## config.mk

```make
export PLATFORM = sky130hd
export DESIGN_NAME = pcm_bank_arbiter
export DESIGN_NICKNAME = d
export VERILOG_FILES = /design/src/rtl/pcm_pkg.sv /design/src/rtl/nmk112_xlate.sv /design/src/rtl/pcm_bank_arbiter.sv
export SDC_FILE = /design/constraint.sdc
export NUM_CORES = 1
export LEC_CHECK = 0
export CORE_MARGIN = 5
export CORE_UTILIZATION = 38
export DETAILED_ROUTE_END_ITERATION = 8
export DONT_BUFFER_PORTS = 1
export GPL_TIMING_DRIVEN = 0
export PLACE_DENSITY = 0.51
export SLEW_MARGIN = 20
export SYNTH_ARGS = -nofsm -noshare
export SYNTH_HDL_FRONTEND = slang
export SYNTH_SLANG_ARGS = --single-unit
```

## constraint.sdc

```tcl
create_clock -name CLK -period 2.5 [get_ports CLK]
set_input_delay 0.375 -clock CLK [delete_from_list [all_inputs] [get_ports CLK]]
set_output_delay 0.375 -clock CLK [all_outputs]
set_load 0.02 [all_outputs]
```

## src/rtl/pcm_pkg.sv

```systemverilog
// Shared constants and FSM encoding for the multi-chip NMK112-style PCM bank arbiter.
package pcm_pkg;

   localparam int unsigned NMK_TABLE_LIMIT = 32'h400;
   localparam int unsigned NMK_BANKS       = 4;

   typedef enum logic {
      StIdle,
      StWait
   } arb_state_e;

endpackage

```

## src/rtl/nmk112_xlate.sv

```systemverilog
// Combinational NMK112 address translation for one OKI chip: bank select plus
// optional phrase-table paging of the low 1 KiB.
module nmk112_xlate
   import pcm_pkg::*;
#(
   parameter int unsigned ABW   = 18,
   parameter int unsigned OBW   = 22,
   parameter int unsigned BANKW = 6
) (
   input  logic [NMK_BANKS-1:0][BANKW-1:0] banks,
   input  logic                            paged,
   input  logic [ABW-1:0]                  addr,
   output logic [OBW-1:0]                  rom_addr
);

   // Work on at least 18 bits so a[17:16] always exists.
   localparam int unsigned AW = (ABW > 18) ? ABW : 18;
   localparam int unsigned RW = BANKW + 16;

   logic [AW-1:0]    a;
   logic             in_table;
   logic [1:0]       b;
   logic [BANKW-1:0] bank;
   logic [RW-1:0]    raw;

   always_comb begin
      a        = AW'(addr);
      in_table = paged && (a < AW'(NMK_TABLE_LIMIT));
      b        = in_table ? a[9:8] : a[17:16];
      bank     = banks[b];
      raw      = in_table ? {bank, 8'h00, a[7:0]} : {bank, a[15:0]};
      rom_addr = OBW'(raw);
   end

endmodule

```

## src/rtl/pcm_bank_arbiter.sv

```systemverilog
// Shares one SDRAM PCM port between NCHIP OKI ADPCM chips: per-chip NMK112 banks,
// one-entry per-chip cache and round-robin fetch arbitration.
module pcm_bank_arbiter
   import pcm_pkg::*;
#(
   parameter int unsigned       NCHIP = 2,
   parameter int unsigned       ABW   = 18,
   parameter int unsigned       OBW   = 22,
   parameter int unsigned       BANKW = 6,
   parameter logic [NCHIP-1:0]  PAGED = {NCHIP{1'b1}}
) (
   input  logic                 CLK,
   input  logic                 RESET_N,
   input  logic                 BANK_WE,
   input  logic [3:0]           BANK_SEL,
   input  logic [7:0]           BANK_DIN,
   input  logic [NCHIP*ABW-1:0] OKI_ADDR,
   output logic [NCHIP*8-1:0]   OKI_DATA,
   output logic [NCHIP-1:0]     OKI_OK,
   output logic                 ROM_CS,
   output logic [OBW-1:0]       ROM_ADDR,
   input  logic [7:0]           ROM_DATA,
   input  logic                 ROM_OK
);

   localparam int unsigned CW = (NCHIP > 1) ? $clog2(NCHIP) : 1;

   arb_state_e state_q, state_d;

   logic [NCHIP-1:0][NMK_BANKS-1:0][BANKW-1:0] bank_q;
   logic [NCHIP-1:0]                           valid_q;
   logic [NCHIP-1:0][ABW-1:0]                  caddr_q;
   logic [NCHIP-1:0][7:0]                      data_q;

   logic [CW-1:0]  ptr_q;
   logic [CW-1:0]  grant_q;
   logic [ABW-1:0] snap_q;
   logic           kill_q;
   logic           first_q;
   logic           rom_cs_q;
   logic [OBW-1:0] rom_addr_q;

   logic [NCHIP-1:0][ABW-1:0] oki_addr;
   logic [NCHIP-1:0][OBW-1:0] xl_addr;
   logic [NCHIP-1:0]          hit;
   logic [NCHIP-1:0]          pending;

   logic [1:0]     we_chip;
   logic           we_hit;
   logic [CW-1:0]  we_idx;
   logic [CW-1:0]  pick;
   logic           found;
   int unsigned    idx;
   logic           accept;
   logic           grant_go;

   for (genvar i = 0; i < NCHIP; i++) begin : g_chip
      assign oki_addr[i] = OKI_ADDR[i*ABW +: ABW];

      nmk112_xlate #(
         .ABW   (ABW),
         .OBW   (OBW),
         .BANKW (BANKW)
      ) u_xlate (
         .banks    (bank_q[i]),
         .paged    (PAGED[i]),
         .addr     (oki_addr[i]),
         .rom_addr (xl_addr[i])
      );

      assign hit[i]     = valid_q[i] && (caddr_q[i] == oki_addr[i]);
      assign pending[i] = !hit[i];
   end

   if (BANKW < 8) begin : g_din_unused
      logic unused_din;
      assign unused_din = ^BANK_DIN[7:BANKW];
   end

   // Writes naming a chip beyond NCHIP are dropped here.
   always_comb begin
      we_chip = BANK_SEL[3:2];
      we_hit  = BANK_WE && (32'(we_chip) < NCHIP);
      we_idx  = CW'(we_chip);
   end

   // First pending chip strictly after the pointer, wrapping.
   always_comb begin
      pick  = ptr_q;
      found = 1'b0;
      idx   = 0;
      for (int unsigned k = 1; k <= NCHIP; k++) begin
         idx = 32'(ptr_q) + k;
         if (idx >= NCHIP) begin
            idx = idx - NCHIP;
         end
         if (!found && pending[CW'(idx)]) begin
            pick  = CW'(idx);
            found = 1'b1;
         end
      end
   end

   // SDRAM ok may be stale in the first WAIT cycle, so it is only honoured afterwards.
   always_comb begin
      accept   = (state_q == StWait) && !first_q && ROM_OK;
      grant_go = (state_q == StIdle) && found;
   end

   always_ff @(posedge CLK or negedge RESET_N) begin
      if (!RESET_N) begin
         state_q <= StIdle;
      end else begin
         state_q <= state_d;
      end
   end

   always_comb begin
      state_d = state_q;
      case (state_q)
         StIdle:  if (grant_go) state_d = StWait;
         StWait:  if (accept)   state_d = StIdle;
         default: state_d = StIdle;
      endcase
   end

   always_comb begin
      ROM_CS   = rom_cs_q;
      ROM_ADDR = rom_addr_q;
      OKI_DATA = data_q;
      OKI_OK   = hit;
   end

   always_ff @(posedge CLK or negedge RESET_N) begin
      if (!RESET_N) begin
         bank_q     <= '0;
         valid_q    <= '0;
         caddr_q    <= '0;
         data_q     <= '0;
         ptr_q      <= CW'(NCHIP - 1);
         grant_q    <= '0;
         snap_q     <= '0;
         kill_q     <= 1'b0;
         first_q    <= 1'b0;
         rom_cs_q   <= 1'b0;
         rom_addr_q <= '0;
      end else begin
         first_q <= 1'b0;

         if (grant_go) begin
            grant_q    <= pick;
            ptr_q      <= pick;
            snap_q     <= oki_addr[pick];
            rom_addr_q <= xl_addr[pick];
            rom_cs_q   <= 1'b1;
            first_q    <= 1'b1;
            // A bank change landing on the grant edge makes the fetched byte stale too.
            kill_q     <= we_hit && (we_idx == pick);
         end

         if ((state_q == StWait) && we_hit && (we_idx == grant_q)) begin
            kill_q <= 1'b1;
         end

         if (accept) begin
            data_q[grant_q]  <= ROM_DATA;
            caddr_q[grant_q] <= snap_q;
            valid_q[grant_q] <= !kill_q;
            rom_cs_q         <= 1'b0;
         end

         // Placed last so a same-cycle bank write beats a completing fetch.
         if (we_hit) begin
            bank_q[we_idx][BANK_SEL[1:0]] <= BANK_DIN[BANKW-1:0];
            valid_q[we_idx]               <= 1'b0;
         end
      end
   end

endmodule

```

==> results.toml <==
[status]
status = "finished, violations left"
failed_checks = "hold timing"

[detailed_routing]
ant_nets = 0
num_vias = 4012
post_drt_via_cell_ratio = 5.25
first_pass_iters = 4
routed_wl_um = 15900
wl_per_cell_um = 20.8
drt_iter0_markers = 197
drc = 0

[power]
netSwitchingFraction_pct = 33.2
ir_drop_uv = 545
pwr_density_cell_mw_per_mm2 = 1280
comb_power_share_pct = 28.9
power_frac_seq_pct = 43.3
power.static_leakage_uw = 0.00322
p_sw_uw = 3190
p_int_uw = 6420
clockPowerShare_pct = 27.8

[floorplan]
num_io_pins = 101
die_h_um = 141
std_cell_rows = 47
die_area_mm2 = 0.0198
fp.dieW_um = 141
initial_core_util_pct = 39.0
core_area_mm2 = 0.0166

[synth]
synth_compound_area_share_pct = 6.54
syn_inst = 510
synth_nets = 570
synth_area_per_cell_um2 = 12.7
yosys.area.top_type = "dfrtp_1"
synth_top_family_by_area = "multiplexers"
ys_seq_elements = 140
async_reset_ff_share_pct = 100
yosys.cell_types.count = 40
synthMuxAreaShare_pct = 24.4
synthTopCellsByArea = "dfrtp_1, mux2_2, mux2i_1"
synth_xor_area_share_pct = 4.99
yosys_warnings = 0
syn_area_mm2 = 0.00649
synth-simple-area-share_pct = 6.79
synth_fa_ha_area_share_pct = 0
synth_top_area_share_pct = 53.6
ys.flop_type = "dfrtp_1"
synth_enable_flop_cells = 0
synth-seq-area-share_pct = 54.0

[cts]
clock_sinks = 140
clk_latency_ns = 0.42
cts-htree-levels = 4
tritoncts = "built"
clockBufferDepth = 2
root_buffer = "clkbuf_16"
numCtsBuffers = 17
clk_pin_slew_ns = 0.06

[worst_setup_path]
worstRegToRegCells = 7
reg2reg_to = "ROM_ADDR[16]$_DFFE_PN0P_"
rr_startpoint = "caddr_q[12]$_DFFE_PN0P_"
start_kind = "flop"
rrSetupSlack_ns = 0.12
path_class = "reg -> reg"
cp_max_fo = 10
crit_required_ns = 2.80
end_kind = "flop"
arrival_ns = 2.68

[timing]
slew_viol_final = 0
whs_ns = -0.349
rsz0062_at_grt = "yes"
setup_slack_ns = 0.119
worst_pin_slew_ns = 1.00
setup_viol = 0
fin_skew_ns = 0.00753
period_share_pct = 95.2
finalCriticalPeriod_ns = 2.38
timing.fmax_mhz = 420
hold_viol_final = 140
slew_headroom_pct = 33.1

[grt]
grt_usage_pct = 16.8
grt_pass1_wl_um = 25300
gr-total-overflow = 0
grt_max_degree = 141
antenna_found_initial = 0
grt_pass1_vias = 4394

[finish]
area_delta_synth_final_pct = 15.3
instances_no_fill = 764
n_fill_cell = 1567
drive_gt1_share_pct = 33.1
final_nets = 592
final_core_util_pct = 45.0
antenna_cells = 0

[placement]
place.gp.congestion = 0.809
post-dp-hpwl_um = 11300
dp_slack_ns = -0.0868
port_buffers = 0
dpl.cell_count = 730

[flow_run]
drv_cap = 0

[hold_path]
min_path_type = "in -> async"
stage by stage:
step	power, uW	TNS (ns)	cell area, um2
floorplan	6140	0	6490
global placement	6790	-0.189	6760
detailed placement	6890	-0.294	6760
CTS	9650	0	7430
global route	10100	-0.382	7480
finish	9600	0	7480
cells in the mapped netlist (2+ instances only):
cell and n:
nand3_1 2, clkbuf_1 6, nor4_1 4, nor3b_2 2
a21oi_1 21, a211o_1 6, dfrtp_1 139, buf_4 10
a31oi_1 2, a21oi_2 4, xnor2_1 26, o211ai_1 2
mux2_2 104, xor2_1 11, inv_1 3, o31ai_1 4
and3_1 3, nand4_1 6, buf_6 4, o21ai_1 15
nand2_1 25, nand3b_1 3, mux2i_1 39, nor2b_1 8
nor2_1 31, buf_2 10, a211oi_1 7
repair_timing:
| action | 4_1_cts | 5_1_grt |
|---|---|---|
| endpoints found under the hold margin | 140 | 140 |
| pin swaps | 3 | 4 |
| endpoints found under the setup margin | 9 | 39 |
| buffers inserted | 2 | 1 |
| gates resized for setup | 6 | 12 |
power by group through the flow:
stage,registers (uW),logic [uW],clock network [uW]
after floorplan,3990,2140,0
after global placement,4160,2630,0
after detailed placement,4210,2680,0
after CTS,4180,2750,2730
after global routing,4290,3050,2820
final,4160,2770,2670
kinds of logic (layout without fill, tap and decap cells):
logic type / count (synthesis) / in the layout
AND/OR/NAND/NOR: 88 / 88
flip-flops: 140 / 140
XOR/XNOR: 37 / 37
buffers and inverters: 35 / 69
multiplexers: 144 / 144
AO/OA/AOI/OAI: 66 / 66
flip-flops by register name, indices dropped and copies added, names as in the netlist:
| signal | cells |
|---|---|
| OKI_DATA | 16 |
| bank_q | 48 |
| ROM_ADDR | 14 |
| valid_q | 2 |
| ROM_CS | 1 |
| ptr_q | 1 |
| grant_q | 1 |
| kill_q | 1 |
| first_q | 1 |
| state_q | 1 |
| snap_q | 18 |
| caddr_q | 36 |
routing by layer:
layer | track usage, % | routed length (um) | part of all wire (%) | up-vias
li1 | - | - | - | 1860
met1 | 19.8 | 6640 | 42 | 2044
met2 | 28.5 | 7900 | 50 | 86
met3 | 5.76 | 1010 | 6.3 | 22
met4 | 6.27 | 344 | 2.2 | 0
met5 | 0 | 0 | 0 | -
how the worst max path moves through the flow:
| stage | start | end | slack (ns) | cells past startpoint |
|---|---|---|---|---|
| floorplan | caddr_q[10]$_DFFE_PN0P_ | ROM_ADDR[16]$_DFFE_PN0P_ | 0.44 | 10 |
| global placement | caddr_q[10]$_DFFE_PN0P_ | ROM_ADDR[20]$_DFFE_PN0P_ | -0.07 | 8 |
| detailed placement | caddr_q[11]$_DFFE_PN0P_ | ROM_ADDR[21]$_DFFE_PN0P_ | -0.09 | 8 |
| CTS | caddr_q[10]$_DFFE_PN0P_ | snap_q[13]$_DFFE_PN0P_ | 0.007 | 8 |
| global route | caddr_q[5]$_DFFE_PN0P_ | ROM_ADDR[16]$_DFFE_PN0P_ | -0.04 | 8 |
| finish | caddr_q[12]$_DFFE_PN0P_ | ROM_ADDR[16]$_DFFE_PN0P_ | 0.12 | 7 |
final cells by class:
class	count	area, um2	area share, %
clock inverters	7	135	1.81
flip-flops and latches	140	3500	46.8
well taps	220	275	3.68
inverters	4	17.5	0.234
multi-input cells	335	2820	37.7
clock buffers	24	492	6.57
plain buffers	31	215	2.88
repair buffers	3	22.5	0.301
layout by cell type (no fill, tap or decap), types with 2 or more instances in the layout:
cell	synthesis	layout
dfrtp_1	139	139
mux2_2	104	104
mux2i_1	39	36
nor2_1	31	29
xnor2_1	26	26
nand2_1	25	25
a21oi_1	21	18
clkbuf_16	0	17
o21ai_1	15	15
buf_4	10	13
xor2_1	11	11
clkbuf_1	6	9
nor2b_1	8	8
buf_2	10	7
a211oi_1	7	7
a21oi_2	4	7
nand4_1	6	6
a211o_1	6	6
o31ai_1	4	4
bufinv_16	0	4
clkbuf_8	0	4
nand3b_1	3	3
and3_1	3	3
buf_6	4	3
inv_1	3	3
clkinv_2	0	3
nand3_1	2	2
nor4_2	0	2
clkbuf_4	0	2
mux2i_4	1	2
nor4_1	4	2
buf_8	0	2
o211ai_1	2	2
a31oi_1	2	2
mux2i_2	0	2
nor2_2	0	2
nor3b_2	2	2
critical path: stages (launching register included):
cell and delay, ns:
dfrtp_1 0.39, xnor2_1 0.27, nand4_1 0.18, nor4_4 0.62, mux2i_4 0.21, buf_4 0.25, a21oi_1 0.23, a21oi_2 0.09
No activity file was read; power rests on OpenSTA's default activity.
